==> config.mk <==
export PLATFORM = sky130hd
export DESIGN_NAME = flash_spi_seq_flat
export DESIGN_NICKNAME = d
export VERILOG_FILES = /design/src/rtl/flash_spi_seq_if.sv /design/src/rtl/flash_spi_seq.sv /design/src/flat_wrapper.sv
export SDC_FILE = /design/constraint.sdc
export NUM_CORES = 1
export LEC_CHECK = 0
export CAP_MARGIN = 20
export CORE_MARGIN = 3
export CORE_UTILIZATION = 56
export CTS_BUF_LIST = sky130_fd_sc_hd__clkbuf_2
export CTS_CLUSTER_DIAMETER = 120
export DETAILED_ROUTE_END_ITERATION = 10
export PLACE_DENSITY_LB_ADDON = 0.1
export SYNTH_ARGS = -nofsm -noshare
export SYNTH_HDL_FRONTEND = slang
export SYNTH_SLANG_ARGS = --single-unit
export TNS_END_PERCENT = 100
==> constraint.sdc <==
create_clock -name HCLK -period 2.9 [get_ports HCLK]
set_input_delay 0.58 -clock HCLK [delete_from_list [all_inputs] [get_ports HCLK]]
set_output_delay 0.58 -clock HCLK [all_outputs]
set_load 0.05 [all_outputs]
==> src/rtl/flash_spi_seq_if.sv <==
// rtl/flash_spi_seq_if.sv - command/response bundle between flash-writer host and flash_spi_seq
// FLASH_SEQ_QUAD_EN adds cmd_quad for quad-mode READ.
interface flash_spi_seq_if;
  logic       cmd_valid;
  logic       cmd_ready;
  logic [1:0] cmd_op;
  logic [7:0] cmd_data;
`ifdef FLASH_SEQ_QUAD_EN
  logic       cmd_quad;
`endif
  logic       rsp_valid;
  logic [7:0] rsp_data;
  logic       err;
  logic       busy;

  modport master (
`ifdef FLASH_SEQ_QUAD_EN
    output cmd_quad,
`endif
    output cmd_valid, cmd_op, cmd_data,
    input  cmd_ready, rsp_valid, rsp_data, err, busy
  );

  modport slave (
`ifdef FLASH_SEQ_QUAD_EN
    input  cmd_quad,
`endif
    input  cmd_valid, cmd_op, cmd_data,
    output cmd_ready, rsp_valid, rsp_data, err, busy
  );
endinterface

==> src/rtl/flash_spi_seq.sv <==
// rtl/flash_spi_seq.sv - byte-level SPI mode-0 sequencer (START/STOP/WRITE/READ) for the QSPI flash
// FLASH_SEQ_QUAD_EN enables quad READ (nibble per SCK on fdio_i[3:0], fdio_oe released).
module flash_spi_seq #(
  parameter int CLK_DIV = 4,
  parameter int CS_GAP  = 4
) (
  input  logic                  HCLK,
  input  logic                  RST,
  flash_spi_seq_if.slave        host,
  output logic                  fsclk,
  output logic                  fcen,
  output logic [3:0]            fdio_o,
  output logic [3:0]            fdio_oe,
  input  logic [3:0]            fdio_i
);

  localparam int MAXC = (CLK_DIV > CS_GAP) ? CLK_DIV : CS_GAP;
  localparam int CW   = (MAXC > 2) ? $clog2(MAXC) : 1;
  localparam logic [CW-1:0] DIV_LD = CW'(CLK_DIV - 1);
  localparam logic [CW-1:0] GAP_LD = CW'(CS_GAP - 1);

  localparam logic [1:0] OP_START = 2'b00;
  localparam logic [1:0] OP_STOP  = 2'b01;
  localparam logic [1:0] OP_WRITE = 2'b10;
  localparam logic [1:0] OP_READ  = 2'b11;

  typedef enum logic [2:0] {
    S_IDLE, S_CS_SETUP, S_SH_LO, S_SH_HI, S_CS_HOLD, S_CS_GAP
  } state_t;

  state_t        state, state_nxt;
  logic [CW-1:0] div_cnt;
  logic [2:0]    bit_cnt;
  logic [7:0]    tx_sh;
  logic          tx_bit;
  logic [7:0]    rx_sh;
  logic          rd_q;
  logic          quad_q;
  logic          fcen_q;
  logic          rsp_valid_q;
  logic [7:0]    rsp_data_q;
  logic          err_q;

  logic accept, div_done, last_cell;

  assign accept    = host.cmd_valid && (state == S_IDLE);
  assign div_done  = (div_cnt == '0);
  assign last_cell = quad_q ? (bit_cnt == 3'd1) : (bit_cnt == 3'd7);

  always_ff @(posedge HCLK or negedge RST) begin
    if (!RST) state <= S_IDLE;
    else      state <= state_nxt;
  end

  always_comb begin
    state_nxt = state;
    case (state)
      S_IDLE: begin
        if (accept) begin
          case (host.cmd_op)
            OP_START: if (fcen_q)  state_nxt = S_CS_SETUP;
            OP_STOP:  if (!fcen_q) state_nxt = S_CS_HOLD;
            default:  if (!fcen_q) state_nxt = S_SH_LO;
          endcase
        end
      end
      S_CS_SETUP: if (div_done) state_nxt = S_IDLE;
      S_SH_LO:    if (div_done) state_nxt = S_SH_HI;
      S_SH_HI:    if (div_done) state_nxt = last_cell ? S_IDLE : S_SH_LO;
      S_CS_HOLD:  if (div_done) state_nxt = S_CS_GAP;
      S_CS_GAP:   if (div_done) state_nxt = S_IDLE;
      default:    state_nxt = S_IDLE;
    endcase
  end

  always_comb begin
    host.cmd_ready = (state == S_IDLE);
    host.busy      = (state != S_IDLE);
    fsclk          = (state == S_SH_HI);
    fcen           = fcen_q;
    fdio_o         = {2'b11, 1'b0, tx_bit};
    fdio_oe        = quad_q ? 4'b0000 : 4'b1101;
  end

  assign host.rsp_valid = rsp_valid_q;
  assign host.rsp_data  = rsp_data_q;
  assign host.err       = err_q;

  always_ff @(posedge HCLK or negedge RST) begin
    if (!RST) begin
      div_cnt     <= '0;
      bit_cnt     <= 3'd0;
      tx_sh       <= 8'h00;
      tx_bit      <= 1'b0;
      rx_sh       <= 8'h00;
      rd_q        <= 1'b0;
      fcen_q      <= 1'b1;
      rsp_valid_q <= 1'b0;
      rsp_data_q  <= 8'h00;
      err_q       <= 1'b0;
    end else begin
      rsp_valid_q <= 1'b0;
      err_q       <= 1'b0;

      // Every phase change reloads the divider; the gap phase has its own length.
      if (state_nxt == S_CS_GAP && state != S_CS_GAP) div_cnt <= GAP_LD;
      else if (state_nxt != state)                     div_cnt <= DIV_LD;
      else if (!div_done)                              div_cnt <= div_cnt - CW'(1);

      if (accept) begin
        case (host.cmd_op)
          OP_START: if (fcen_q) fcen_q <= 1'b0;
          OP_STOP:  ;
          default: begin
            if (fcen_q) begin
              err_q <= 1'b1;
            end else begin
              rd_q    <= (host.cmd_op == OP_READ);
              bit_cnt <= 3'd0;
              tx_sh   <= (host.cmd_op == OP_READ) ? 8'h00 : host.cmd_data;
              tx_bit  <= (host.cmd_op == OP_READ) ? 1'b0  : host.cmd_data[7];
            end
          end
        endcase
      end

      if (state == S_CS_HOLD && div_done) fcen_q <= 1'b1;

      // Sample on the HCLK edge that raises fsclk.
      if (state == S_SH_LO && div_done && rd_q)
        rx_sh <= quad_q ? {rx_sh[3:0], fdio_i} : {rx_sh[6:0], fdio_i[1]};

      if (state == S_SH_HI && div_done) begin
        if (last_cell) begin
          bit_cnt <= 3'd0;
          tx_bit  <= 1'b0;
          if (rd_q) begin
            rsp_valid_q <= 1'b1;
            rsp_data_q  <= rx_sh;
          end
        end else begin
          bit_cnt <= bit_cnt + 3'd1;
          tx_sh   <= {tx_sh[6:0], 1'b0};
          tx_bit  <= tx_sh[6];
        end
      end
    end
  end

`ifdef FLASH_SEQ_QUAD_EN
  always_ff @(posedge HCLK or negedge RST) begin
    if (!RST)
      quad_q <= 1'b0;
    else if (accept && host.cmd_op == OP_READ && !fcen_q)
      quad_q <= host.cmd_quad;
    else if (state == S_SH_HI && div_done && last_cell)
      quad_q <= 1'b0;
  end
`else
  assign quad_q = 1'b0;
`endif

endmodule

==> src/flat_wrapper.sv <==
// flat-port wrapper written by rule: the top's interface ports become plain ports
module flash_spi_seq_flat 
#(
  parameter int CLK_DIV = 4,
  parameter int CS_GAP  = 4
)
  (HCLK, RST, fsclk, fcen, fdio_o, fdio_oe, fdio_i, host_cmd_valid, host_cmd_op, host_cmd_data, host_cmd_ready, host_rsp_valid, host_rsp_data, host_err, host_busy);
  flash_spi_seq_if host_i ();
  input  logic HCLK;
  input  logic RST;
  output logic fsclk;
  output logic fcen;
  output logic [3:0] fdio_o;
  output logic [3:0] fdio_oe;
  input  logic [3:0] fdio_i;
  input wire logic [$bits(host_i.cmd_valid)-1:0] host_cmd_valid;
  input wire logic [$bits(host_i.cmd_op)-1:0] host_cmd_op;
  input wire logic [$bits(host_i.cmd_data)-1:0] host_cmd_data;
  output wire logic [$bits(host_i.cmd_ready)-1:0] host_cmd_ready;
  output wire logic [$bits(host_i.rsp_valid)-1:0] host_rsp_valid;
  output wire logic [$bits(host_i.rsp_data)-1:0] host_rsp_data;
  output wire logic [$bits(host_i.err)-1:0] host_err;
  output wire logic [$bits(host_i.busy)-1:0] host_busy;
  assign host_i.cmd_valid = host_cmd_valid;
  assign host_i.cmd_op = host_cmd_op;
  assign host_i.cmd_data = host_cmd_data;
  assign host_cmd_ready = host_i.cmd_ready;
  assign host_rsp_valid = host_i.rsp_valid;
  assign host_rsp_data = host_i.rsp_data;
  assign host_err = host_i.err;
  assign host_busy = host_i.busy;
  flash_spi_seq #(.CLK_DIV(CLK_DIV), .CS_GAP(CS_GAP)) u_core (.HCLK(HCLK), .RST(RST), .host(host_i), .fsclk(fsclk), .fcen(fcen), .fdio_o(fdio_o), .fdio_oe(fdio_oe), .fdio_i(fdio_i));
endmodule
==> out/qor.log <==
INFO  critical_path  critPathKind=flop to primary output
INFO  synth          synth.cells.most_frequent=dfrtp_1, mux2_2, buf_4
INFO  cts            ctsLongestPathBuffers=2
INFO  power_and_ir_drop design_power_total=1.756mW
INFO  route          detail_route.wl_per_cell=13.89um
INFO  synth          synth_top_area_share=0.4781
INFO  global_routing grt_pass1_wl=5.823mm
INFO  synth          ys.flop_type=dfrtp_1
INFO  die            initial_utilization=0.5951
INFO  route          antenna_left=0
INFO  synth          syn_inst=165
INFO  cts            postCtsResizedCells=0
INFO  synth          synthesis.area_per_instance=11.10um^2
INFO  synth          yosys.cell_count.top_type=dfrtp_1
INFO  sta            max_freq=0.3579GHz
INFO  synth          yosys_register_bits=36
INFO  critical_path  ff2ff_setup_slack=950ps
INFO  cts            cts_tree=yes
INFO  cells_and_area layout-drive-gt1-share=0.1875
INFO  power_and_ir_drop power.net_switching=0.7333mW
INFO  die            ios=39
INFO  cts            cts_root_buf=clkbuf_2
INFO  synth          synth_top_cell_by_area=dfrtp_1
INFO  synth          synth_async_sr_flop_share=1.000
INFO  sta            report.final.hold_viol_count=0
INFO  global_routing grt_antenna_before_repair=0
INFO  sta            final.period_utilization=0.9635
INFO  sta            hold_ws=518.0ps
INFO  global_routing grt_pass1_vias=1263
INFO  global_routing grt_start_max_net_pins=37
INFO  route          drt_wl_total=3.278mm
INFO  synth          post_synth_num_cell_types=41
INFO  route          detailedRoute.firstPassIterationCount=4
INFO  sta            setup_repair_after_global_routing_missed_its_margin=no
INFO  sta            postLayoutSetupSlackWorst=105.8ps
INFO  cells_and_area layout-area-overhead-vs-synth=16.80%
INFO  critical_path  worst_r2r_endpoint=u_core.host.rsp_data[7]$_DFFE_PN0P_
INFO  sta            fin_setup_tns=0ps
INFO  synth          yosysSeqAreaShare=0.4925
INFO  global_routing grt_use_total=0.1846
INFO  cells_and_area final_area=2140um^2
INFO  cts            clkTransAtPathRegs=180ps
INFO  cts            post_cts.repair.setup_buffers=0
INFO  power_and_ir_drop power.ir.vdd_worst=543.5uV
INFO  sta            timing.clock.skew=18.37ps
INFO  die            dieArea=3993um^2
INFO  synth          syn_area=1832um^2
INFO  cts            clock_insertion_delay_worst_skew=370ps
INFO  power_and_ir_drop sw_frac_of_total=0.4176
INFO  route          detail_route.iter0.violations=72
INFO  power_and_ir_drop comb_power_share=0.437
INFO  outcome        outcome=completed
INFO  critical_path  critical_path.startpoint_type=flop
INFO  sta            setup_viol_count_final=0
INFO  cells_and_area num_antenna_cells=0
INFO  power_and_ir_drop power_density_normalized_to_cell_area=820.8nW/um^2
INFO  route          drc_errors=0
INFO  die            chipWidth=63.19um
INFO  route          num_vias=1281
INFO  cts            cts_sinks=36
INFO  power_and_ir_drop power.leakage=0.9892nW
INFO  worst_hold_path hold_depth=1
INFO  die            die_h=63.19um
INFO  run            drv_cap=0
INFO  synth          synth.yosys.warnings=0
INFO  route          vias_per_cell=5.428
INFO  sta            slew_headroom=0.6642
INFO  worst_hold_path min_path_type=flop to flop
INFO  critical_path  critical_path_peak_fanout=11
INFO  critical_path  cp_data_arrival_time=2210ps
INFO  power_and_ir_drop share_seq_of_total_power=0.436
INFO  cells_and_area nNetsFinal=212
INFO  critical_path  r2r.worst_path.cells=5
INFO  global_routing globalRouteOverflowTotal=0
INFO  synth          synthTopCellsByArea=dfrtp_1, mux2_2, nand4b_1
INFO  sta            timing_max_transition_violations_final=0
INFO  place          dp_hpwl=2.320mm
INFO  place          gp_congestion=0.7810
INFO  place          port-buffer-count=28
INFO  cts            cts_buf_count=5
INFO  sta            timing_worst_slew_pin_value=502.1ps
INFO  sta            timing.final.crit_period=2794ps
INFO  die            core_area=3078um^2
INFO  place          preCtsSetupSlack=520.0ps
INFO  critical_path  end_kind=primary output
INFO  synth          synth_edf_count=0
INFO  critical_path  cp.required=2320ps
INFO  critical_path  worstSetupStartpoint=u_core.state[0]$_DFF_PN0_
INFO  place          placed_area=2098um^2
INFO  power_and_ir_drop clock_share_of_power=0.127
INFO  critical_path  timing.rr.start=u_core.div_cnt[0]$_DFFE_PN0P_
INFO  power_and_ir_drop internal_power=1.023mW
INFO  cts            htree_levels=2
INFO  die            rows=20
INFO  cts            cts-hold-fix-buffers=0
INFO  critical_path  timing.critical_path.to=host_cmd_ready
cell families after synthesis:
kind of cell,share of synthesized area
AND/OR/NAND/NOR,0.1851
flip-flops,0.4925
AO/OA/AOI/OAI,0.09495
XOR/XNOR,0.004782
other,0.004100
adder cells (fa/ha/maj),0.02732
multiplexers,0.1107
buffers and inverters,0.08059
cell usage in the layout (no fill, tap or decap), drive strengths merged:
master and n:
dfrtp 35, clkdlybuf4s50 28, mux2 18, o21ai 10, nand4b 9, nand2 8
nor2 8, nand3 7, nor3 7, a31oi 7, conb 7, inv 6
clkbuf 6, buf 5, ha 4, or3 3, nand3b 2, nand2b 2
o22ai 2, a211oi 2, nor4b 1, nor2b 1, o21a 1, a22oi 1
or4b 1, a21boi 1, and3 1, nand4 1, a31o 1, xor2 1
a21oi 1, a21o 1, a22o 1, clkinvlp 1, clkinv 1, dfstp 1
flip-flops by register name, indices dropped and copies added, names as in the netlist:
name                   flops
u_core.host.rsp_data       8
u_core.bit_cnt             3
u_core.host.rsp_valid      1
u_core.host.err            1
u_core.state               3
u_core.tx_bit              1
u_core.tx_sh               7
u_core.div_cnt             2
u_core.rd_q                1
u_core.fcen                1
u_core.rx_sh               8
metal layers:
metal | vias to the layer above | GRT usage | share of wire | routed length (um)
li1 | 630 | - | - | -
met1 | 613 | 0.2243 | 0.44 | 1432
met2 | 31 | 0.3149 | 0.50 | 1625
met3 | 7 | 0.04456 | 0.051 | 168
met4 | 0 | 0.07278 | 0.016 | 51
met5 | - | 0 | 0 | 0
critical path, stage by stage (launching register included):
cell	delay (ps)
dfrtp_1	570
or3_1	440
inv_1	60
clkdlybuf4s50_1	790
layout make-up:
class	instances	area, um^2
clock buffer	6	30.03
clock inverter	2	11.26
fill	250	938.4
inverter	6	22.52
multi-input combinational	109	800.8
sequential	36	902.1
tap	44	55.05
timing repair buffer	33	317.8
through the flow:
step / instances / util
after floorplan: 170 / -
after global placement: 228 / 0.6817
after detailed placement: 228 / 0.6817
after CTS: 236 / 0.6951
after global routing: 236 / 0.6951
final: 236 / 0.6951
worst min-delay path by stage:
| stage | startpoint | endpoint | slack (ps) |
|---|---|---|---|
| floorplan | RST | u_core.bit_cnt[0]$_DFFE_PN0P_ | 280 |
| global placement | u_core.host.rsp_data[1]$_DFFE_PN0P_ | u_core.host.rsp_data[1]$_DFFE_PN0P_ | 470 |
| detailed placement | u_core.host.rsp_data[1]$_DFFE_PN0P_ | u_core.host.rsp_data[1]$_DFFE_PN0P_ | 490 |
| CTS | u_core.host.rsp_data[1]$_DFFE_PN0P_ | u_core.host.rsp_data[1]$_DFFE_PN0P_ | 520 |
| global route | u_core.host.rsp_data[1]$_DFFE_PN0P_ | u_core.host.rsp_data[1]$_DFFE_PN0P_ | 550 |
| finish | u_core.host.rsp_data[1]$_DFFE_PN0P_ | u_core.host.rsp_data[1]$_DFFE_PN0P_ | 520 |
power groups by stage:
stage,clock network (mW),logic [mW],registers [mW]
finish,0.223,0.767,0.766
global route,0.258,0.842,0.786
CTS,0.229,0.770,0.765
detailed placement,0,0.767,0.777
global placement,0,0.745,0.764
floorplan,0,0.618,0.757
No activity file was read; power rests on OpenSTA's default activity.
